## src/rtl/uart_frame_decoder.sv

```systemverilog
// Store-and-forward SOF/LEN/payload/CSUM frame parser; payload is released only after the checksum verifies.
// First out_valid appears 1 cycle after the CSUM accept; input stalls while a verified frame drains under out_ready backpressure.
module uart_frame_decoder #(
    parameter int MAX_LEN = 16,
    parameter int TIMEOUT = 200000
) (
    input  logic       clk,
    input  logic       reset,
    input  logic       in_valid,
    output logic       in_ready,
    input  logic [7:0] in_bits,
    output logic       out_valid,
    input  logic       out_ready,
    output logic [7:0] out_bits,
    output logic       out_last,
    output logic       err_pulse,
    output logic [1:0] err_code,
    output logic [7:0] frame_count
);

    localparam int          IW        = (MAX_LEN > 1) ? $clog2(MAX_LEN) : 1;
    localparam logic [7:0]  SOF       = 8'h7E;
    localparam logic [7:0]  MAX_LEN_B = 8'(MAX_LEN);
    localparam logic [17:0] TIMEOUT_W = 18'(TIMEOUT);

    localparam logic [1:0] ERR_CSUM    = 2'b01;
    localparam logic [1:0] ERR_LEN     = 2'b10;
    localparam logic [1:0] ERR_TIMEOUT = 2'b11;

    typedef enum logic [2:0] {
        S_HUNT,
        S_LEN,
        S_PAYLOAD,
        S_CSUM,
        S_DRAIN
    } state_t;

    state_t          state;
    state_t          state_nxt;

    logic [7:0]      len_q;
    logic [7:0]      sum_q;
    logic [IW-1:0]   idx_q;
    logic [IW-1:0]   rd_q;
    logic [17:0]     timer_q;
    logic [7:0]      mem [MAX_LEN];

    logic            accept;
    logic            xfer;
    logic            in_frame;
    logic            timed_out;
    logic            len_bad;
    logic            last_payload;
    logic            last_rd;
    logic [7:0]      csum_total;
    logic            csum_ok;
    logic            abort;
    logic [1:0]      abort_code;

    assign accept       = in_valid & in_ready;
    assign xfer         = out_valid & out_ready;
    assign in_frame     = (state == S_LEN) || (state == S_PAYLOAD) || (state == S_CSUM);
    // An accept in the same cycle always beats the timeout.
    assign timed_out    = in_frame && !accept && (timer_q >= TIMEOUT_W);
    assign len_bad      = (in_bits == 8'h00) || (in_bits > MAX_LEN_B);
    assign last_payload = (8'(idx_q) == (len_q - 8'd1));
    assign last_rd      = (8'(rd_q) == (len_q - 8'd1));
    assign csum_total   = sum_q + in_bits;
    assign csum_ok      = (csum_total == 8'h00);

    // State register
    always_ff @(posedge clk or negedge reset) begin
        if (!reset) begin
            state <= S_HUNT;
        end else begin
            state <= state_nxt;
        end
    end

    // Next-state and abort decode
    always_comb begin
        state_nxt  = state;
        abort      = 1'b0;
        abort_code = 2'b00;
        case (state)
            S_HUNT: begin
                if (accept && (in_bits == SOF)) begin
                    state_nxt = S_LEN;
                end
            end
            S_LEN: begin
                if (accept) begin
                    if (len_bad) begin
                        state_nxt  = S_HUNT;
                        abort      = 1'b1;
                        abort_code = ERR_LEN;
                    end else begin
                        state_nxt = S_PAYLOAD;
                    end
                end
            end
            S_PAYLOAD: begin
                if (accept && last_payload) begin
                    state_nxt = S_CSUM;
                end
            end
            S_CSUM: begin
                if (accept) begin
                    if (csum_ok) begin
                        state_nxt = S_DRAIN;
                    end else begin
                        state_nxt  = S_HUNT;
                        abort      = 1'b1;
                        abort_code = ERR_CSUM;
                    end
                end
            end
            S_DRAIN: begin
                if (xfer && last_rd) begin
                    state_nxt = S_HUNT;
                end
            end
            default: begin
                state_nxt = S_HUNT;
            end
        endcase
        if (timed_out) begin
            state_nxt  = S_HUNT;
            abort      = 1'b1;
            abort_code = ERR_TIMEOUT;
        end
    end

    // Outputs decoded from state
    always_comb begin
        in_ready  = (state != S_DRAIN);
        out_valid = (state == S_DRAIN);
        out_bits  = 8'h00;
        out_last  = 1'b0;
        if (state == S_DRAIN) begin
            out_bits = mem[rd_q];
            out_last = last_rd;
        end
    end

    always_ff @(posedge clk or negedge reset) begin
        if (!reset) begin
            len_q       <= 8'h00;
            sum_q       <= 8'h00;
            idx_q       <= '0;
            rd_q        <= '0;
            timer_q     <= 18'd0;
            err_pulse   <= 1'b0;
            err_code    <= 2'b00;
            frame_count <= 8'h00;
        end else begin
            err_pulse <= abort;
            if (abort) begin
                err_code <= abort_code;
            end

            if (accept || abort || !in_frame) begin
                timer_q <= 18'd0;
            end else begin
                timer_q <= timer_q + 18'd1;
            end

            if ((state == S_LEN) && accept && !len_bad) begin
                len_q <= in_bits;
                sum_q <= in_bits;
                idx_q <= '0;
            end

            if ((state == S_PAYLOAD) && accept) begin
                sum_q <= sum_q + in_bits;
                idx_q <= idx_q + 1'b1;
            end

            if ((state == S_CSUM) && accept && csum_ok) begin
                rd_q <= '0;
            end

            if ((state == S_DRAIN) && xfer) begin
                rd_q <= rd_q + 1'b1;
                if (last_rd) begin
                    frame_count <= frame_count + 8'd1;
                end
            end
        end
    end

    // Payload buffer has no reset; only entries below len_q are ever read.
    always_ff @(posedge clk) begin
        if ((state == S_PAYLOAD) && accept) begin
            mem[idx_q] <= in_bits;
        end
    end

endmodule

```

## config.mk

```make
export PLATFORM = sky130hd
export DESIGN_NAME = uart_frame_decoder
export DESIGN_NICKNAME = d
export VERILOG_FILES = /design/src/rtl/uart_frame_decoder.sv
export SDC_FILE = /design/constraint.sdc
export NUM_CORES = 1
export LEC_CHECK = 0
export CORE_UTILIZATION = 24
export DETAILED_ROUTE_END_ITERATION = 6
export PLACE_DENSITY = 0.46
export SLEW_MARGIN = 20
export SYNTH_ARGS = -nofsm -noshare
export SYNTH_HDL_FRONTEND = slang
export SYNTH_SLANG_ARGS = --single-unit
```

## constraint.sdc

```tcl
create_clock -name clk -period 2.42 [get_ports clk]
set_clock_uncertainty 0.1 [all_clocks]
set_input_delay 0.484 -clock clk [delete_from_list [all_inputs] [get_ports clk]]
set_output_delay 0.484 -clock clk [all_outputs]
set_load 0.02 [all_outputs]
```

==> run metrics <==
Worst Path Required=1.84 ns; CP Class=reg2out; WL final=20160 um; Min-Delay Path Class=reg2reg; filler instances=3286; asr flop ratio synth=approximately 30%; gr ovfl total=0; Final Hold Viols=0; die width=186.7 um; Mapped Area=8190 um^2; Clock Tree Buf Depth=2; Mapped Cells=536; drt initial violations=261; Crit-path slowest cell=mux4_2; Final Cycle Share=126.0%; CP Cell Sequence=buf_4 -> buf_12 -> mux4_2 -> mux4_2 -> and2_4 -> buf_6; Yosys warning total=0; Max-Slew Margin vs Limit=62.67%; Port Buf Inserts=33; unrepaired setup endpoints after global routing=true; fmax=0.3280 GHz; Max-Cap Viols=0; Netlist cell types=55; DP Area=just under 10000 um^2; Final Max Slew Viols=0; Detail Placement HPWL=14280 um; I/O pin cnt=34; crit path capture type=output pin; Core ar.=33530 um^2; die area=34870 um^2; CTS tree=done; layout cells sized above 1=35.47%; ys flop type=edfxtp_1; cell area after layout=~11000 um^2; number of global-route vias before repair=5465; CP arrival=2.47 ns; syn nets=565; Place WS=-0.7883 ns; Initial Util=24.43%; Clock Latency Late Sink=0.44 ns; EDFF count, synth=roughly 130; Die H=186.7 um; gr usage total=12.20%; critical path's largest stage delay=0.53 ns; routed vias=5011; Final min period=between 3 and 4 ns; Least-Margin Pin Slew=about 0.56 ns; worst-path fanout max=6; Post-route DRC=0; CP dominant cell by count=mux4_2; CTS root buf=clkbuf_16; failing checks=setup timing; routed len/inst=17.75 um; Seq cells post-synth=184; Synth Area per Inst=15.28 um^2; antenna viol nets, final=0; global-route wire length before repair=32130 um; detailed-router iteration count before antenna repair=4; largest net degree at the start of global routing=34; leak pwr=approximately 4.0 nW; crit start category=flop; CTS sink cnt=184; number of vias per cell=4.411; VDD IR max=0.0004593 V; sequential fraction of the synthesis area=64.04%; crit path setup slack, layout=-0.6291 ns; ant diodes=0; Net count, final=704; clock-pin slew on the worst setup and hold paths=around 0.07 ns; Final setup viols=22; # rows=67; Power Dens Cells=878.6 nW/um^2; TritonCTS Buffers=17; Layout Area Growth over Synthesis=32.03%; CTS HTree Levels=4; antenna violations before repair=0; status=complete, but fails checks; RePlAce Congestion=about 0.76
[critical path: cells and delay by family, from the launching register on]
| kind | cells | cell delay, ns |
|---|---|---|
| AND/OR/NAND/NOR | 1 | 0.15 |
| flip-flops | 1 | 0.46 |
| multiplexers | 2 | 1.02 |
| buffers and inverters | 3 | 0.40 |
[what timing repair did]
item                                    CTS  global route
gates cloned                              2             0
pin swaps                                13             6
setup buffers                             5             6
resized for setup                        84            24
hold endpoints to repair                 56             0
hold buffers                              1             0
endpoints found under the setup margin   45            26
[synth_stat cells, types with 2 or more instances]
cell | instances | share of area, %
and3_1 | 10 | 0.76
a221o_1 | 2 | 0.24
and2_1 | 11 | 0.84
a41oi_1 | 2 | 0.21
o21a_1 | 5 | 0.46
nand3b_1 | 4 | 0.37
nand3_1 | 17 | 1.0
nor3b_1 | 2 | 0.18
nor4_1 | 9 | 0.69
nor2_1 | 37 | 1.7
nand2_1 | 27 | 1.2
xor2_1 | 16 | 1.7
or4_1 | 2 | 0.18
mux2_2 | 4 | 0.55
a21oi_1 | 13 | 0.79
and4_1 | 2 | 0.21
o211ai_1 | 2 | 0.18
o21ai_0 | 8 | 0.49
clkbuf_1 | 11 | 0.50
inv_1 | 16 | 0.73
or2_2 | 3 | 0.23
edfxtp_1 | 128 | 47
buf_6 | 2 | 0.27
a21o_1 | 6 | 0.55
ha_1 | 16 | 2.4
xnor2_1 | 23 | 2.5
a22o_1 | 3 | 0.32
nand2b_1 | 3 | 0.23
dfrtp_1 | 56 | 17
a211oi_1 | 2 | 0.18
o21bai_1 | 3 | 0.27
nor2b_1 | 4 | 0.31
nor3_1 | 10 | 0.61
buf_2 | 8 | 0.49
o31ai_1 | 2 | 0.18
nand4_1 | 7 | 0.53
o22ai_1 | 3 | 0.23
mux4_2 | 40 | 11
[sequential cells by signal, indices dropped and copies added, names as in the netlist]
| signal | flops |
|---|---|
| idx_q | 4 |
| len_q | 8 |
| timer_q | 18 |
| frame_count | 8 |
| state | 3 |
| mem | 128 |
| rd_q | 4 |
| sum_q | 8 |
| err_pulse | 1 |
| err_code | 2 |
[worst paths after layout]
path | start | to | slack (ns) | cells after the start
max | rd_q[0]$_DFFE_PN0P_ | out_bits[3] | -0.63 | 6
max reg2reg | len_q[0]$_DFFE_PN0P_ | frame_count[7]$_DFFE_PN0P_ | -0.09 | 11
min | timer_q[0]$_DFF_PN0_ | timer_q[0]$_DFF_PN0_ | 0.41 | 1
min in group asynchronous | reset | timer_q[12]$_DFF_PN0_ | 0.52 | 3
max in group asynchronous | reset | rd_q[0]$_DFFE_PN0P_ | 1.40 | 3
min reg2reg | timer_q[0]$_DFF_PN0_ | timer_q[0]$_DFF_PN0_ | 0.41 | 1
[logic make-up (layout without fill, tap and decap cells)]
group	after synthesis	in the layout	synth area share, %
adders and majority gates	17	17	2.689
muxes	45	45	11.67
DFF	184	184	64.04
buffers and inverters	38	190	2.047
and+or+nand+nor	155	155	10.04
AOI/OAI and AO/OA	57	57	5.026
xor gates and xnor gates	40	40	4.491
[area by class of cell]
class,instances,area [um^2],share of cell area (%)
clock inverter,14,160.2,1.481
inverter,16,60.06,0.5554
sequential,184,5246,48.51
clock buffer,18,429.2,3.969
timing repair buffer,142,1353,12.51
multi-input combinational,314,3005,27.79
tap,448,560.5,5.183
[through the flow]
stage / total power (W) / TNS [ns] / cells / hold WS [ns] / util, %
global placement: 0.006414 / -26.84 / 1093 / 0.3616 / 29.56
finish: 0.009501 / -5.803 / 1136 / 0.4063 / 32.25
floorplan: 0.005439 / -0.05344 / 536 / 0.08841 / -
global route: 0.009972 / -8.330 / 1136 / 0.4296 / 32.25
CTS: 0.009572 / -6.368 / 1132 / 0.3815 / 31.92
detailed placement: 0.006454 / -33.63 / 1093 / 0.3746 / 29.56
[metal layers]
| metal | vias to the layer above | GRT usage [%] | routed length [um] |
|---|---|---|---|
| met5 | - | 0 | 0 |
| met1 | 2610 | 14.92 | 8737 |
| met4 | 0 | 4.887 | 369 |
| met3 | 22 | 2.144 | 423 |
| li1 | 2327 | - | - |
| met2 | 52 | 21.24 | 10630 |
[where the power goes]
part | internal, W | leakage [nW] | switching, W
clock network | 0.00155 | 0.282 | 0.00125
registers | 0.00353 | 1.90 | 0.000183
logic | 0.00167 | 1.82 | 0.00132
[layout by cell type, fill, tap and decap left out, types with 15 or more instances in the layout]
cell type          n
nand2_1           24
xor2_1            15
buf_6             16
edfxtp_1         128
mux4_2            40
clkbuf_16         17
dfrtp_1           55
clkdlybuf4s50_1   16
buf_4             87
xnor2_1           21
nor2_1            36
No activity file was read; power rests on OpenSTA's default activity.
==> RTL change 1 (same settings) <==
Remove the register `err_pulse`: a continuous assignment takes its place, so the output `err_pulse` follows one clock earlier.
--- a/src/rtl/uart_frame_decoder.sv
+++ b/src/rtl/uart_frame_decoder.sv
@@ -152,3 +152,2 @@
             timer_q     <= 18'd0;
-            err_pulse   <= 1'b0;
             err_code    <= 2'b00;
@@ -156,3 +155,2 @@
         end else begin
-            err_pulse <= abort;
             if (abort) begin
@@ -191,2 +189,4 @@
 
+    assign err_pulse = abort;
+
     // Payload buffer has no reset; only entries below len_q are ever read.
Behaviour: not the same (a bounded check fails within 4 cycles, from zero or initial values and one cycle with reset low).
==> RTL change 1 against the unedited design <==
  * The flow still finishes with violations (negative setup slack)
  * Worst setup slack lost 340 ps
  * Final area grew 1.9%
  * Synthesized area fell by 0.31%
  * Sequential share of layout area shrank 1.1 points
  * Largest power group unchanged
  * Critical path depth is 4 higher
  * Sequential cell count shrank 1
  * Total power up 3.0%
  * Non-clock buffer count rose by 11
  * Hold slack got worse by 37 ps
  * Register-to-register slack lost 150 ps
  * Routed wire length decreased by 0.68%
==> RTL change 1: results (changes against the unedited design) <==
- Register area share after synthesis: 0.639 (-0.00110)
- DRT iter0 DRCs: 308 (+18%)
- Largest net degree at the start of global routing: 26 (-24%)
- Ys Warns: 0 (unchanged)
- Slowest cell on crit path: or4_4
- Worst hold slack: 369 ps (-36.9 ps)
- Layout cells sized above 1: 0.362 (+0.00690)
- GRT Overall Usage: 0.120 (-0.00220)
- Clk pwr share: 0.297 (+0.002)
- Worst Max-Slew Pin Slew: 488 ps (-72.1 ps)
- Switching Fraction: 0.287 (-0.00341)
- Failing checks: negative setup slack
- Post-DP HPWL: 13,900 µm (-2.4%)
- Hold Crit Start: frame_count[7]
- Routed vias/inst: 4.38 (-0.79%)
- Run status: finished, violations left
- Drt total wl: 20,000 µm (-0.68%)
- Critical path fanouts, max: 3 (-3)
- Mapped Nets: 564 (-0.18%)
- Wire length per cell: 17.5 µm (-1.5%)
- Post-layout nets: 714 (+1.4%)
- Asr flop ratio synth: 0.301 (-0.00380)
- Hold Path End: frame_count[7]
- Leakage: 4.14 nW (+3.4%)
- Root Driver: clkbuf_16
- Reg2reg start: sum_q[0]
- Crit path arrival time: 2810 ps (+340 ps)
- Final worst-path setup slack: -970 ps (-340 ps)
- Combinational share of power: 0.328 (+0.014)
- Most frequent cells after synthesis: edfxtp_1, dfrtp_1, mux4_2, nor2_1, nand2_1
- Worst min-delay path class: register to register
- Hold Path Stages: 1 (unchanged)
- Cell family with most CP delay: simple AND/OR/NAND/NOR gates
- Reg2Reg Depth: 10 (-1)
- First-pass GRT wire length: 31,400 µm (-2.3%)
- Ranking of synthesized cells by area: edfxtp_1, dfrtp_1, mux4_2
- RR Endpoint: rd_q[0]
- Max incr delay on CP: 430 ps (-100 ps)
- Clk power: 2.91 mW (+4%)
- Final GP Congestion: 0.754 (-0.51%)
- Synth Instances: 535 (-0.19%)
- Peak VDD IR: 0.504 mV (+9.6%)
- Reg2Reg Setup Slack: -240 ps (-150 ps)
- H-tree lvl count: 4 (unchanged)
- Final Setup Violations: 24 (+9.1%)
- Vias in the first global route: 5,396 (-1.3%)
- Cell count after placement: 1,099 (+0.55%)
- DRT Pass-1 Iters: 5 (+1)
- Fin Setup TNS: -8290 ps (-2490 ps)
==> RTL change 1: worst max path at each step <==
stage / from / to / slack [ps] / depth (start not counted)
after global routing: sum_q[0] / err_pulse / -1050 / 10
after CTS: sum_q[0] / err_pulse / -980 / 10
after floorplan: in_bits[0] / err_pulse / -380 / 8
after detailed placement: in_bits[0] / err_pulse / -1480 / 12
after global placement: in_bits[0] / err_pulse / -1470 / 12
final: sum_q[0] / err_pulse / -970 / 10
==> RTL change 1: cell families (layout without fill, tap and decap cells) <==
group,Yosys count,count (layout),synth area share
flip-flops,183,183,0.639
AND/OR/NAND/NOR,155,155,0.101
AO/OA/AOI/OAI,57,57,0.0504
multiplexers,45,45,0.117
XOR/XNOR,40,40,0.0451
buffers and inverters,38,200,0.0205
adder cells (fa/ha/maj),17,17,0.0270
==> RTL change 1: routing by layer <==
metal | share of wire | vias up | track usage
li1 | - | 2343 | -
met1 | 0.43 | 2588 | 0.143
met3 | 0.023 | 14 | 0.0205
met2 | 0.54 | 66 | 0.219
met5 | 0 | - | 0
met4 | 0.013 | 0 | 0.0372
==> RTL change 1: per-stage QoR <==
step	setup slack [ps]	cell area, µm²
after floorplan	-376	8290
after global placement	-1470	10000
after detailed placement	-1480	10000
after CTS	-977	10900
after global routing	-1050	11000
final	-970	11000
==> RTL change 1: area by class of cell <==
class                   count  area [µm²]
well taps                 448         561
fillers                  3241       22500
inverters                  16        60.1
clock inverters            14         188
flip-flops and latches    183        5220
repair buffers            153        1550
multi-input cells         314        3020
clock buffers              17         425
==> RTL change 1: repair_timing <==
action,in CTS,in global routing
cloned,2,0
hold buffers,1,0
setup endpoints to repair,46,46
pin swaps,16,18
buffers inserted,11,2
endpoints found under the hold margin,13,0
gates resized for setup,94,27
==> RTL change 2 (same settings) <==
Made on the original files. The parameter `MAX_LEN` goes from 16 to 32.
--- a/src/rtl/uart_frame_decoder.sv
+++ b/src/rtl/uart_frame_decoder.sv
@@ -3,3 +3,3 @@
 module uart_frame_decoder #(
-    parameter int MAX_LEN = 16,
+    parameter int MAX_LEN = 32,
     parameter int TIMEOUT = 200000
Check against the original RTL: not equivalent (Yosys sat finds a counterexample within 4 cycles, from zero or initial values and one cycle with reset low).
==> RTL change 2 against the unedited design <==
  * The run still ends with negative setup slack left
  * Routed wire length up 71%
  * Synthesized area is 62% higher
  * Core utilization increased by 0.71 points
  * Sequential cell count increased by 130
  * Sequential share of layout area is 2.6 points higher
  * Worst setup slack got worse by 370 ps
  * Final area rose by 65%
  * Maximum frequency is 11% lower
  * Register-to-register slack lost 30 ps
  * Total power rose by 53%
  * Largest power group unchanged
==> RTL change 2: results (changes against the unedited design) <==
- Mapped Nets: 799 (+41%)
- FILL cells: 5,246 (+60%)
- Post-DP HPWL: 22,100 µm (+55%)
- Peak VDD IR: 0.515 mV (+12%)
- DRT iter0 DRCs: 405 (+55%)
- Worst min-delay path class: input port to register
- Final Setup Violations: 17 (-23%)
- Hold Path End: mem[14][2]
- WL met1: 15,500 µm (+77%)
- Most frequent cells after synthesis: edfxtp_1, mux4_2, nor2_1, dfrtp_1, nand2_1
- DRT Pass-1 Iters: 6 (+2)
- CTS buffer count: 36 (+19)
- Hold Path Stages: 2 (+1)
- Met1 usage: 0.170 (+0.0211)
- Clk pwr share: 0.360 (+0.065)
- Metal3 WL: 1910 µm (+350%)
- Sequential power: 6.25 mW (+68%)
- Yosys cell types: 59 (+7.3%)
- Asr flop ratio synth: 0.185 (-0.120)
- GRT Overall Usage: 0.125 (+0.00330)
- Post-layout nets: 1,018 (+45%)
- Slew HR: 0.593 (-0.0337)
- Metal2 WL: 16,500 µm (+55%)
- Reg2Reg Setup Slack: -120 ps (-30 ps)
- Post-synth EDFFs: 256 (+100%)
- Register area share after synthesis: 0.689 (+0.0487)
- Critical path fanouts, max: 7 (+1)
- Req. time, crit path: 1840 ps (about the same)
- Met3 track demand over resource: 0.0224 (+0.000942)
- Hold Crit Start: in_bits[2]
- Overall Power: 14.5 mW (+53%)
- Failing checks: negative setup slack
- H-tree lvl count: 2 (-2)
- Grt met2 use: 0.204 (-0.00848)
- RR Endpoint: rd_q[0]
- Reg2reg start: sum_q[0]
- Layout cells sized above 1: 0.392 (+0.0377)
- Vias in the first global route: 8,016 (+47%)
- Largest net degree at the start of global routing: 37 (+8.8%)
- Switching Fraction: 0.260 (-0.0303)
- Ranking of synthesized cells by area: edfxtp_1, mux4_2, dfrtp_1
- Wire length per cell: 20.1 µm (+13%)
- Final worst-path setup slack: -999 ps (-370 ps)
- First-pass GRT wire length: 51,600 µm (+61%)
- Leakage: 6.18 nW (+54%)
- Run status: finished, violations left
- Initial antenna violation count: 2 (+2)
- Row count: 85 (+27%)
- Clk_lat worst skew: 550 ps (+110 ps)
- Reg2Reg Depth: 9 (-2)
- Final GP Congestion: 0.721 (-4.9%)
- Routed vias/inst: 4.43 (+0.45%)
- DP Area: 0.0159 mm² (+61%)
==> RTL change 2: cell types whose count changed after synthesis, moves of 8 or more <==
cell and change:
edfxtp_1 +128, mux4_2 +40, nor2_1 +40, clkbuf_1 +12, nand2_1 +11, mux2i_1 +8, nor4_1 -8
==> RTL change 2: repair_timing <==
action                     4_1_cts  5_1_grt
hold buffers                     1        0
cloned                           4        0
pin swaps                       21       28
hold endpoints to repair        22        0
gates resized for setup        108       35
setup endpoints to repair       37       38
buffers inserted                44        9
==> RTL change 2: cell families after synthesis <==
group,Yosys count,share of synthesized area
adder cells (fa/ha/maj),17,0.0166
multiplexers,94,0.147
AND/OR/NAND/NOR,193,0.0693
XOR/XNOR,41,0.0271
buffers and inverters,48,0.0147
AO/OA/AOI/OAI,63,0.0362
flip-flops,314,0.689
==> RTL change 2: through the flow <==
stage / std cells / setup TNS [ps] / hold slack [ps]
5_1_grt: 1713 / -10340 / 224
6_report: 1713 / -8530 / 219
3_3_place_gp: 1607 / -30490 / 359
2_1_floorplan: 770 / -7260 / 88.4
3_5_place_dp: 1607 / -30940 / 364
4_1_cts: 1712 / -9260 / 357
==> RTL change 2: worst max path at each step <==
stage	startpoint	to	slack, ps	cells after the start
floorplan	in_bits[0]	rd_q[0]	-170	8
global placement	rd_q[0]	out_bits[0]	-860	7
detailed placement	rd_q[0]	out_bits[0]	-850	7
CTS	rd_q[0]	out_bits[6]	-1090	8
global route	rd_q[0]	out_bits[0]	-1080	7
finish	rd_q[0]	out_bits[0]	-1000	7
==> RTL change 2: area by class of cell <==
type,count,area (µm²),share of cell area
timing repair buffer,215,2340,0.131
multi-input combinational,408,4350,0.243
sequential,314,9140,0.512
inverter,14,52.6,0.00294
clock inverter,20,180,0.0101
tap,696,871,0.0487
clock buffer,46,938,0.0525
